`config.mk`:
```
export PLATFORM = sky130hd
export DESIGN_NAME = onchip_sample_logger
export DESIGN_NICKNAME = d
export VERILOG_FILES = /design/src/rtl/onchip_logger_pkg.sv /design/src/rtl/onchip_sample_logger_ring_ptr.sv /design/src/rtl/onchip_sample_logger.sv
export SDC_FILE = /design/constraint.sdc
export NUM_CORES = 1
export LEC_CHECK = 0
export BUFFER_PORTS_ARGS = -buffer_cell sky130_fd_sc_hd__clkbuf_2
export CAP_MARGIN = 25
export CORE_MARGIN = 3
export CORE_UTILIZATION = 42
export CTS_CLUSTER_SIZE = 25
export DETAILED_ROUTE_END_ITERATION = 16
export GPL_ROUTABILITY_DRIVEN = 0
export GPL_TIMING_DRIVEN = 0
export MAX_ROUTING_LAYER = met4
export PLACE_DENSITY = 0.75
export SLEW_MARGIN = 20
export SYNTH_ARGS = -nofsm -noshare
export SYNTH_HDL_FRONTEND = slang
export SYNTH_SLANG_ARGS = --single-unit
```
`constraint.sdc`:
```
create_clock -name clk -period 1.8 [get_ports clk]
set_clock_uncertainty 0.2 [all_clocks]
set_input_delay 0.09 -clock clk [delete_from_list [all_inputs] [get_ports clk]]
set_output_delay 0.09 -clock clk [all_outputs]
set_load 0.005 [all_outputs]
```
`src/rtl/onchip_logger_pkg.sv`:
```
// Shared types and constants for the on-chip sample logger: FSM encoding,
// byte-enable pattern and the RAM size limit used for the region check.
package onchip_logger_pkg;

    typedef enum logic [1:0] {
        IDLE     = 2'd0,
        WRITE    = 2'd1,
        RD_ISSUE = 2'd2,
        RD_WAIT  = 2'd3
    } logger_state_t;

    localparam logic [3:0] BYTEEN_ALL = 4'hF;
    localparam int         RAM_WORDS  = 40000;

endpackage

```
`src/rtl/onchip_sample_logger_ring_ptr.sv`:
```
// Circular-log bookkeeping: next write offset, saturating fill count and the
// sticky wrap flag. A clear request takes precedence over an advance.
module logger_ring_ptr #(
    parameter int ADDR_W      = 16,
    parameter int DEPTH_WORDS = 4096,
    parameter int CNT_W       = 13
) (
    input  logic              clk,
    input  logic              reset,
    input  logic              advance,
    input  logic              clr,
    output logic [ADDR_W-1:0] wr_ptr,
    output logic [CNT_W-1:0]  count,
    output logic              wrapped
);

    localparam logic [ADDR_W-1:0] LAST_PTR = ADDR_W'(DEPTH_WORDS - 1);
    localparam logic [CNT_W-1:0]  FULL_CNT = CNT_W'(DEPTH_WORDS);

    logic [ADDR_W-1:0] wr_ptr_reg, wr_ptr_next;
    logic [CNT_W-1:0]  count_reg, count_next;
    logic              wrapped_reg, wrapped_next;

    always_comb begin
        wr_ptr_next  = wr_ptr_reg;
        count_next   = count_reg;
        wrapped_next = wrapped_reg;
        if (clr) begin
            wr_ptr_next  = '0;
            count_next   = '0;
            wrapped_next = 1'b0;
        end else if (advance) begin
            if (wr_ptr_reg == LAST_PTR) begin
                wr_ptr_next  = '0;
                wrapped_next = 1'b1;
            end else begin
                wr_ptr_next = wr_ptr_reg + 1'b1;
            end
            if (count_reg != FULL_CNT) begin
                count_next = count_reg + 1'b1;
            end
        end
    end

    always_ff @(posedge clk) begin
        if (reset) begin
            wr_ptr_reg  <= '0;
            count_reg   <= '0;
            wrapped_reg <= 1'b0;
        end else begin
            wr_ptr_reg  <= wr_ptr_next;
            count_reg   <= count_next;
            wrapped_reg <= wrapped_next;
        end
    end

    assign wr_ptr  = wr_ptr_reg;
    assign count   = count_reg;
    assign wrapped = wrapped_reg;

endmodule

```
`src/rtl/onchip_sample_logger.sv`:
```
// Avalon-MM master that logs stream samples into a circular RAM region and
// services single-word host readbacks over the same single RAM port.
module onchip_sample_logger
    import onchip_logger_pkg::*;
#(
    parameter int ADDR_W      = 16,
    parameter int BASE_WORD   = 32768,
    parameter int DEPTH_WORDS = 4096,
    parameter int CNT_W       = 13
) (
    input  logic              clk,
    input  logic              reset,
    input  logic              s_valid,
    output logic              s_ready,
    input  logic [31:0]       s_data,
    input  logic              clear,
    input  logic              rd_req,
    input  logic [ADDR_W-1:0] rd_index,
    output logic              rd_busy,
    output logic              rd_valid,
    output logic [31:0]       rd_data,
    output logic              rd_err,
    output logic [ADDR_W-1:0] wr_ptr,
    output logic [CNT_W-1:0]  count,
    output logic              wrapped,
    output logic [ADDR_W-1:0] m_address,
    output logic              m_chipselect,
    output logic              m_write,
    output logic [3:0]        m_byteenable,
    output logic [31:0]       m_writedata,
    input  logic [31:0]       m_readdata
);

    if (BASE_WORD + DEPTH_WORDS > RAM_WORDS) begin : g_region_check
        $error("onchip_sample_logger: log region runs past the end of the RAM");
    end
    if (DEPTH_WORDS >= (1 << CNT_W)) begin : g_count_check
        $error("onchip_sample_logger: CNT_W too narrow to hold DEPTH_WORDS");
    end

    localparam logic [ADDR_W-1:0] BASE_ADDR = ADDR_W'(BASE_WORD);
    localparam logic [ADDR_W-1:0] DEPTH_LIM = ADDR_W'(DEPTH_WORDS);

    logger_state_t     state_reg, state_next;
    logic              rd_pend_reg, rd_pend_next;
    logic              rd_busy_reg, rd_busy_next;
    logic [ADDR_W-1:0] rd_idx_reg, rd_idx_next;
    logic              clr_pend_reg, clr_pend_next;
    logic [ADDR_W-1:0] m_address_reg, m_address_next;
    logic              m_chipselect_reg, m_chipselect_next;
    logic              m_write_reg, m_write_next;
    logic [3:0]        m_byteenable_reg, m_byteenable_next;
    logic [31:0]       m_writedata_reg, m_writedata_next;
    logic              rd_valid_reg, rd_valid_next;
    logic [31:0]       rd_data_reg, rd_data_next;
    logic              rd_err_reg, rd_err_next;
    logic              ready_int;
    logic              apply_clear;
    logic              ring_adv;
    logic              ring_clr;

    logger_ring_ptr #(
        .ADDR_W      (ADDR_W),
        .DEPTH_WORDS (DEPTH_WORDS),
        .CNT_W       (CNT_W)
    ) u_ring (
        .clk     (clk),
        .reset   (reset),
        .advance (ring_adv),
        .clr     (ring_clr),
        .wr_ptr  (wr_ptr),
        .count   (count),
        .wrapped (wrapped)
    );

    // A clear seen outside IDLE is parked until the FSM comes back to IDLE.
    assign apply_clear = clear | clr_pend_reg;

    always_comb begin
        state_next        = state_reg;
        rd_pend_next      = rd_pend_reg;
        rd_busy_next      = rd_busy_reg;
        rd_idx_next       = rd_idx_reg;
        clr_pend_next     = clr_pend_reg | clear;
        m_address_next    = '0;
        m_chipselect_next = 1'b0;
        m_write_next      = 1'b0;
        m_byteenable_next = 4'h0;
        m_writedata_next  = '0;
        rd_valid_next     = 1'b0;
        rd_data_next      = rd_data_reg;
        rd_err_next       = rd_err_reg;
        ready_int         = 1'b0;
        ring_adv          = 1'b0;
        ring_clr          = 1'b0;

        if (rd_req && !rd_busy_reg) begin
            rd_pend_next = 1'b1;
            rd_busy_next = 1'b1;
            rd_idx_next  = rd_index;
        end

        unique case (state_reg)
            IDLE: begin
                if (apply_clear) begin
                    ring_clr      = 1'b1;
                    clr_pend_next = 1'b0;
                end
                if (rd_pend_reg) begin
                    rd_pend_next = 1'b0;
                    state_next   = RD_ISSUE;
                    // Out-of-range reads never touch the bus.
                    if (rd_idx_reg < DEPTH_LIM) begin
                        m_chipselect_next = 1'b1;
                        m_byteenable_next = BYTEEN_ALL;
                        m_address_next    = BASE_ADDR + rd_idx_reg;
                    end
                end else if (!apply_clear) begin
                    ready_int = 1'b1;
                    if (s_valid) begin
                        m_chipselect_next = 1'b1;
                        m_write_next      = 1'b1;
                        m_byteenable_next = BYTEEN_ALL;
                        m_address_next    = BASE_ADDR + wr_ptr;
                        m_writedata_next  = s_data;
                        state_next        = WRITE;
                    end
                end
            end
            WRITE: begin
                ring_adv   = 1'b1;
                state_next = IDLE;
            end
            RD_ISSUE: begin
                if (rd_idx_reg >= DEPTH_LIM) begin
                    rd_valid_next = 1'b1;
                    rd_err_next   = 1'b1;
                    rd_data_next  = '0;
                    rd_busy_next  = 1'b0;
                    state_next    = IDLE;
                end else begin
                    state_next = RD_WAIT;
                end
            end
            RD_WAIT: begin
                rd_valid_next = 1'b1;
                rd_err_next   = 1'b0;
                rd_data_next  = m_readdata;
                rd_busy_next  = 1'b0;
                state_next    = IDLE;
            end
            default: state_next = IDLE;
        endcase
    end

    always_ff @(posedge clk) begin
        if (reset) begin
            state_reg        <= IDLE;
            rd_pend_reg      <= 1'b0;
            rd_busy_reg      <= 1'b0;
            rd_idx_reg       <= '0;
            clr_pend_reg     <= 1'b0;
            m_address_reg    <= '0;
            m_chipselect_reg <= 1'b0;
            m_write_reg      <= 1'b0;
            m_byteenable_reg <= 4'h0;
            m_writedata_reg  <= '0;
            rd_valid_reg     <= 1'b0;
            rd_data_reg      <= '0;
            rd_err_reg       <= 1'b0;
        end else begin
            state_reg        <= state_next;
            rd_pend_reg      <= rd_pend_next;
            rd_busy_reg      <= rd_busy_next;
            rd_idx_reg       <= rd_idx_next;
            clr_pend_reg     <= clr_pend_next;
            m_address_reg    <= m_address_next;
            m_chipselect_reg <= m_chipselect_next;
            m_write_reg      <= m_write_next;
            m_byteenable_reg <= m_byteenable_next;
            m_writedata_reg  <= m_writedata_next;
            rd_valid_reg     <= rd_valid_next;
            rd_data_reg      <= rd_data_next;
            rd_err_reg       <= rd_err_next;
        end
    end

    assign s_ready      = ready_int & ~reset;
    assign rd_busy      = rd_busy_reg;
    assign rd_valid     = rd_valid_reg;
    assign rd_data      = rd_data_reg;
    assign rd_err       = rd_err_reg;
    assign m_address    = m_address_reg;
    assign m_chipselect = m_chipselect_reg;
    assign m_write      = m_write_reg;
    assign m_byteenable = m_byteenable_reg;
    assign m_writedata  = m_writedata_reg;

endmodule

```
After elaboration in Yosys (flattened, before gate mapping)
Cells that the tools add are included.
{"block": "totals", "register_bits": 139, "input_bits": 85, "out_inout_bits": 120, "wordCells": 85}
{"block": "classes", "add_sub_neg": 4, "order_cmp": 2, "eq_ne": 8, "mux": 36, "bitwise": 5, "reduce_logical": 14}
{"cell": "$mux W16", "count": 5}
{"cell": "$pmux W32 S2", "count": 1}
{"cell": "$add A16 B16 Y16 const A", "count": 2}
{"cell": "$mux W32", "count": 1}
{"cell": "$mux W1", "count": 17}
{"cell": "$add A16 B1 Y16 const B", "count": 1}
{"cell": "$eq A16 B12 Y1 const B", "count": 1}
{"cell": "$ge A16 B13 Y1 const B", "count": 1}
{"cell": "$lt A16 B13 Y1 const B", "count": 1}
{"cell": "$mux W4", "count": 4}
{"cell": "$add A13 B1 Y13 const B", "count": 1}
{"cell": "$ne A13 B13 Y1 const B", "count": 1}
{"cell": "$mux W2", "count": 4}
{"cell": "$reduce_and A2 Y1", "count": 4}
{"cell": "$reduce_or A2 Y1", "count": 4}
{"cell": "$ne A3 B3 Y1 const B", "count": 2}
{"cell": "$pmux W1 S2", "count": 3}
{"cell": "$pmux W2 S3", "count": 1}
{"cell": "$reduce_or A5 Y1", "count": 1}
{"cell": "$eq A2 B2 Y1 const B", "count": 2}
{"cell": "$not A1 Y1", "count": 3}
{"cell": "$reduce_or A3 Y1", "count": 1}
{"cell": "$eq A2 B1 Y1 const B", "count": 1}
{"cell": "$logic_not A2 Y1", "count": 1}
{"cell": "6 further kinds", "count": 6}

Longest topological paths before layout
Gate-level depths: netlist (run 1).
{"block": "depth", "ltp_word": 5, "mapped_depth": 7, "ltp_nobuf": 6}

Hierarchy
A second synthesis (run 1) with hierarchy kept.
{"block": "unflattened", "cells_unflattened": 459, "hier_area_um2": 4740.8}
{"mod": "onchip_sample_logger", "instances": 1, "cells_each": 294, "area_per_inst_um2": 3311.9, "seq_area_each_um2": 2102.0}
{"mod": "logger_ring_ptr", "instances": 1, "cells_each": 165, "area_per_inst_um2": 1428.9, "seq_area_each_um2": 600.6}

Worst setup path after synthesis (run 1)
Ideal clock, no wire load.
{"block": "synth_timing", "kind": "register -> register", "from": "register u_ring.wr_ptr_reg[0], in the netlist u_ring.wr_ptr[0]", "to": "register u_ring.wr_ptr_reg[14], in the netlist u_ring.wr_ptr[14]", "setup_ps": 70, "t_arrival_ps": 1677, "required_time_ps": 1530, "setup_slack_ps": -147, "stages_incl_launch_ff": 6, "n_path_buf": 0, "synth_period_minus_slack_ps": 1947, "path_cell_list": "dfxtp_1 ha_1 nand3_1 or3_4 or4_1 a21oi_1"}
{"block": "synth_via", "elab_chain_cells": 2, "word_cells_on_any_way": 3, "cone_classes": "add/sub: 1; eq/ne: 1; mux: 1"}
{"element": "from (decl)", "line": "onchip_sample_logger_ring_ptr.sv:20", "source": "logic [ADDR_W-1:0] wr_ptr_reg, wr_ptr_next;"}
{"element": "from (signal assigned)", "line": "onchip_sample_logger_ring_ptr.sv:51", "source": "wr_ptr_reg <= wr_ptr_next;"}
{"element": "$add A16 B1 Y16 / $eq A16 B12 Y1 (equally long branches)", "line": "onchip_sample_logger_ring_ptr.sv:37, onchip_sample_logger_ring_ptr.sv:33"}
{"element": "$mux W16 (*)", "line": "onchip_sample_logger_ring_ptr.sv:33", "source": "if (wr_ptr_reg == LAST_PTR) begin"}
Every way passes the cells marked *; elsewhere a longest branch is shown, timed or not.
A chain may end at the register's enable or synchronous reset.

Worst setup path after layout (run 1)
{"block": "layout_timing", "from": "register rd_idx_reg[14]", "to": "register rd_data_reg[14], in the netlist rd_data[14]"}
{"block": "layout_via", "elab_chain_cells": 3}
{"element": "from (decl)", "line": "onchip_sample_logger.sv:47", "source": "logic [ADDR_W-1:0] rd_idx_reg, rd_idx_next;"}
{"element": "from (signal assigned)", "line": "onchip_sample_logger.sv:175", "source": "rd_idx_reg <= rd_idx_next;"}
{"element": "$ge A16 B13 Y1", "line": "onchip_sample_logger.sv:135", "source": "if (rd_idx_reg >= DEPTH_LIM) begin"}
{"element": "$ne A2 B2 Y1 (no source line)"}
{"element": "$reduce_and A2 Y1 (no source line)"}
{"element": "to (signal assigned)", "line": "onchip_sample_logger.sv:183", "source": "rd_data_reg <= rd_data_next;"}
{"element": "to (decl)", "line": "onchip_sample_logger.sv:55", "source": "logic [31:0] rd_data_reg, rd_data_next;"}
Every way passes these cells.

==> results by group, run 1 <==
Clocking
  – CTS max path bufs: 2
  – H-tree levels: 4
  – CTS root buf: clkbuf_16
  – CTS tree: yes
  – Hold_buf cts: 84
  – Total CTS buffers: 17
  – Clk_lat worst skew: 0.41 ns
  – Clock-pin transition on the worst setup and hold timing paths: 0.06 ns
  – Clock net sink count: 135

Timing
  – Final min period: 1.88 ns
  – Crit share post-route: 104%
  – Final hold vios: 1
  – Peak Freq: 532 MHz
  – Relative slew slack: 63.3%
  – Max-slew violation count: 0
  – Endpoints failing setup: 36
  – RSZ-0062 raised after global routing: yes
  – Final setup margin: -0.0804 ns
  – Hold WS: -0.0223 ns
  – Worst-margin pin slew: 0.550 ns

Setup path
  – Cell Chain, Critical Path: or4_4 -> o21ai_4 -> buf_12 -> clkbuf_16 -> a22oi_2 -> nor2_1
  – Critical Path Max Stage Delay: 0.59 ns
  – CP Capture Type: flop
  – Crit path buffers/inverters: 2
  – Setup Crit Path Kind: flop to flop
  – CP max stage cell: or4_4
  – Crit path DAT: 2.03 ns
  – Critical path's top delay family: simple AND/OR/NAND/NOR gates
  – Crit path launch type: flop
  – Req. time, crit path: 1.95 ns
  – Worst-path fanout max: 7

Logic synthesis
  – EDFF count, synth: 0
  – Synth top area share: 56.8%
  – Mean Syn Cell Area: 9.60 um^2
  – Most used DFF post-synth: dfxtp_1
  – Syn nets: 584
  – Top cells by count, synth: dfxtp_1 (135), nor2_1 (60), nand2_1 (45), and2_1 (38), a22oi_1 (32)
  – Yosys reg bits: 135
  – Mapped cell area: 0.00476 mm^2
  – Post-synth top area cell: dfxtp_1
  – Register area share after synthesis: 56.8%
  – YS warnings: 0
  – Cell with the most instances after synthesis: dfxtp_1
  – Syn Inst Count: 496
  – Dominant cells by area after synthesis: dfxtp_1 (57%), a22oi_1 (5.0%), and2_1 (5.0%)
  – Async set-reset flop share out of synthesis: 0%
  – Synth unique cells: 41

Floorplanning
  – Core area: 0.0109 mm^2
  – Die Span X: 112 um
  – Initial Util: 43.5%
  – Io pins: 205
  – Die area: 0.0126 mm^2
  – FP Rows: 38
  – Die Y: 112 um

Finish
  – ANT cells: 0
  – Area growth, synth to finish: 68.5%
  – Fin cells: 977
  – Layout cell share with drive strength beyond 1: 41.7%
  – Final net count: 912

Drt
  – Vias per std cell: 5.04
  – Vias: 4922
  – Drt wl/cell: 16.4 um
  – DR pass1 iterations: 5
  – Post-route ant nets: 0
  – DR iter-0 viols: 253
  – DR DRC count: 0
  – Final wirelength: 16.1 mm

Global routing
  – Vias in the first global route: 5105
  – GRT Util Overall: 25.0%
  – First-pass GRT wire length: 24.7 mm
  – Initial antenna violation count: 0
  – Largest net degree at the start of global routing: 17
  – GR Overflow Total: 0

Status
  – Outcome: finished with violations
  – Failing checks: hold timing, setup timing

Placed design
  – Post-DP HPWL: 9.82 mm
  – Placed instance count: 840
  – Buffers on Ports: 204

Power and ir drop
  – Power per cell area: 917 mW/mm^2
  – Pleak: 3.48 nW
  – Peak supply drop: 0.734 mV
  – Power Total: 7.35 mW

Flow run
  – Max_cap viols: 0

Worst hold path
  – Hold Crit Class: primary input to flop
where the power goes:
| group | switching [mW] | internal [mW] |
|---|---|---|
| registers | 0.0377 | 3.05 |
| logic | 0.312 | 0.378 |
| clock network | 1.27 | 2.30 |
| total | 1.62 | 5.73 |
worst min-delay path, delay by kind of cell:
kind	cells	cell delay (ns)
and+or+nand+nor	3	0.28
buffers and inverters	1	0.09
AOI/OAI and AO/OA	1	0.06
through the flow:
stage	TNS, ns	cell area (um^2)	hold slack [ns]	setup WS, ns	util [%]
final	-1.20	8020	-0.0223	-0.0804	73.3
after floorplan	0	4760	0.0117	0.00246	-
after global placement	-25.55	5960	0.0922	-0.428	54.5
after CTS	-0.663	7720	-0.0674	-0.0595	70.6
after global routing	-3.75	8020	0.00122	-0.140	73.3
after detailed placement	-29.64	5960	0.0912	-0.486	54.5
final timing paths:
path | slack [ns] | endpoint | from | cells after the start
max | -0.08 | rd_data[14] | rd_idx_reg[14] | 6
min | -0.02 | state_reg[0] | clear | 5
max reg2reg | -0.08 | rd_data[14] | rd_idx_reg[14] | 6
min reg2reg | 0.26 | m_address[4] | rd_idx_reg[4] | 1
repair_timing:
action / 4_1_cts / 5_1_grt
gates cloned: 2 / 2
buffers inserted: 19 / 2
pin swaps: 10 / 52
resized for setup: 52 / 64
hold endpoints to repair: 90 / 1
setup endpoints to repair: 106 / 121
kinds of logic (layout without fill, tap and decap cells):
logic type | after synthesis | count (layout) | share of synthesized area, %
DFF | 135 | 135 | 56.8
muxes | 2 | 2 | 0.447
AOI/OAI and AO/OA | 85 | 85 | 12.1
buffers and inverters | 46 | 387 | 4.47
and+or+nand+nor | 206 | 206 | 22.0
xor gates and xnor gates | 19 | 19 | 3.50
adders and majority gates | 3 | 3 | 0.789
final cells by class:
| type | instances | area, um^2 |
|---|---|---|
| fill | 750 | 2920 |
| buffer | 32 | 223 |
| multi-input combinational | 315 | 2110 |
| inverter | 10 | 37.5 |
| clock buffer | 22 | 474 |
| clock inverter | 10 | 143 |
| tap | 140 | 175 |
| sequential | 135 | 2730 |
| timing repair buffer | 313 | 2120 |
routing by layer:
layer  vias up  GRT usage (%)  share of wire [%]
met5         -              -                  0
met4         0           9.78                2.9
met3        47           7.01                7.2
met2       224           43.1                 51
met1      2295           27.2                 39
li1       2356              -                  -
cell usage in the layout (no fill, tap or decap), drive strengths merged, types with 2 or more instances in the layout:
cell type / Yosys / final
or3: 5 / 5
nand2b: 3 / 3
nor2: 60 / 60
or2: 2 / 2
inv: 10 / 12
xnor2: 13 / 13
a22oi: 32 / 32
xor2: 6 / 6
o21ai: 4 / 4
bufinv: 0 / 3
and4: 2 / 2
o31ai: 5 / 5
a21oi: 28 / 28
and3: 3 / 3
nand4: 7 / 7
buf: 13 / 37
nand4b: 2 / 2
dlygate4sd3: 0 / 84
nor2b: 2 / 2
nor4: 8 / 8
clkinvlp: 0 / 4
a31oi: 2 / 2
nor3: 9 / 9
ha: 3 / 3
clkbuf: 23 / 246
a22o: 12 / 12
nand2: 45 / 45
or4: 5 / 5
and2: 38 / 38
nand3: 11 / 11
nor4b: 2 / 2
dfxtp: 135 / 135
a21o: 2 / 2
No activity file was read; power rests on OpenSTA's default activity.
==> run 2: changes to the inputs <==
Settings changed: CORE_ASPECT_RATIO set to 1.1, CORE_MARGIN 3 to not set.
==> run 2 against run 1 <==
Against the previous run:
- sequential power about the same
- die area decreased by 7.0%
- global-route usage increased by 2.2 points
- the run ends with setup timing left
- count of clock-buffer cells in the layout decreased by 3
- wire length decreased by 0.94%
- clock power decreased by 11%
==> results by group, run 2 (synthesis results as in run 1) <==
Floorplanning
  – Die area: 0.0118 mm^2
  – Die Span X: 104 um
  – Initial Util: 43.4%
  – FP Rows: 40
  – Core area: 0.0110 mm^2
  – Die Y: 114 um
  – Io pins: 205

Clocking
  – CTS tree: yes
  – CTS max path bufs: 2
  – H-tree levels: 4
  – CTS root buf: clkbuf_16
  – Clock-pin transition on the worst setup and hold timing paths: 0.06 ns
  – Total CTS buffers: 17
  – Clock net sink count: 135
  – Clk_lat worst skew: 0.42 ns

Setup path
  – Crit path launch type: flop
  – CP max stage cell: or3_4
  – Crit path buffers/inverters: 2
  – Worst-path fanout max: 6
  – Critical path's top delay family: simple AND/OR/NAND/NOR gates
  – Cell Chain, Critical Path: buf_6 -> nand4b_1 -> or3_4 -> buf_4 -> o31ai_1 -> a21oi_2
  – Crit path DAT: 2.04 ns
  – R2R setup slack: -0.14 ns
  – Critical Path Max Stage Delay: 0.43 ns
  – CP Capture Type: flop
  – Setup Crit Path Kind: flop to flop
  – Req. time, crit path: 1.90 ns

Timing
  – Endpoints failing setup: 15
  – Final hold vios: 0
  – Peak Freq: 514 MHz
  – RSZ-0062 raised after global routing: yes
  – Hold WS: 0.0986 ns
  – Max-slew violation count: 0
  – Setup TNS: -0.660 ns
  – Final min period: 1.94 ns
  – Crit share post-route: 108%
  – Worst-margin pin slew: 0.508 ns
  – Final setup margin: -0.144 ns
  – Relative slew slack: 66.2%

Global routing
  – Vias in the first global route: 4962
  – Largest net degree at the start of global routing: 17
  – Initial antenna violation count: 0
  – GRT Util Overall: 27.2%
  – First-pass GRT wire length: 24.4 mm
  – GR Overflow Total: 0

Placed design
  – Buffers on Ports: 204
  – Post-DP HPWL: 9.19 mm
  – Placed instance count: 847
  – Dpl cell area: 0.00597 mm^2
  – Pre-CTS WS: -0.387 ns

Finish
  – Area growth, synth to finish: 69.5%
  – Fin cells: 997
  – ANT cells: 0
  – Most frequent cells in the layout: clkbuf_2 (213), dfxtp_1 (120), dlygate4sd3_1 (86)
  – Final net count: 925
  – Final instance area: 0.00807 mm^2
  – Commonest non-fill, non-tap cell in the layout: clkbuf_2
  – Layout cell share with drive strength beyond 1: 43.3%
  – Layout Utilization: 73.6%

Drt
  – Vias: 4993
  – DR iter-0 viols: 230
  – DR pass1 iterations: 4
  – Final wirelength: 15.9 mm
  – Drt wl/cell: 16.0 um
  – DR DRC count: 0
  – Post-route ant nets: 0
  – Vias per std cell: 5.01

Worst hold path
  – Hold Crit Class: primary input to flop

Power and ir drop
  – Power per cell area: 866 mW/mm^2
  – Power Total: 6.98 mW
  – Pleak: 3.52 nW
  – Peak supply drop: 0.521 mV

Status
  – Outcome: finished with violations
  – Failing checks: setup timing

Flow run
  – Max_cap viols: 0
==> run 2: cell types whose count changed in the layout (fill, tap and decap cells not counted), sizes merged <==
cell and delta:
dlygate4sd3 +2, clkbuf -5, bufinv -3, buf +13
clkinv +5, clkinvlp -1, inv +2
==> run 2: worst reg2reg max path, delay by kind of cell (launching register included) <==
family          cells  cell delay [ns]
flops               1             0.32
compound gates      2             0.39
buf+inv             2             0.28
simple gates        2             0.64
==> run 2: final timing paths <==
check	startpoint	end	cells after the start
setup / recovery	state_reg[1]	u_ring.wr_ptr[13]	6
hold / removal	reset	rd_busy	3
setup reg to reg	state_reg[1]	u_ring.wr_ptr[13]	6
hold reg to reg	rd_idx_reg[13]	rd_idx_reg[13]	2
==> run 2: power by group <==
group / total, mW / switching, mW / leakage, nW / internal, mW
Sequential: 3.09 / 0.0379 / 1.10 / 3.05
Combinational: 0.708 / 0.316 / 2.16 / 0.392
Clock: 3.18 / 1.34 / 0.266 / 1.84
==> run 2: repair_timing <==
action / CTS / global route
setup buffers: 22 / 10
pin swaps: 16 / 62
endpoints found under the setup margin: 109 / 114
hold endpoints to repair: 84 / 1
gates cloned: 3 / 1
resized for setup: 63 / 59
hold buffers: 85 / 1
==> run 2: area by class of cell <==
cell class | count | area [um^2]
Fill cell | 759 | 2890
Sequential cell | 135 | 2730
Timing Repair Buffer | 326 | 2190
Multi-Input combinational cell | 315 | 2150
Clock buffer | 19 | 453
Buffer | 32 | 219
Tap cell | 147 | 184
Clock inverter | 13 | 95.1
Inverter | 10 | 37.5
==> run 2: layer usage <==
layer	vias to the layer above	global-route usage, %	routed length (um)
met4	0	11.5	362
met1	2331	29.1	6220
met5	-	-	0
met3	33	7.26	1050
met2	239	47.7	8280
li1	2390	-	-
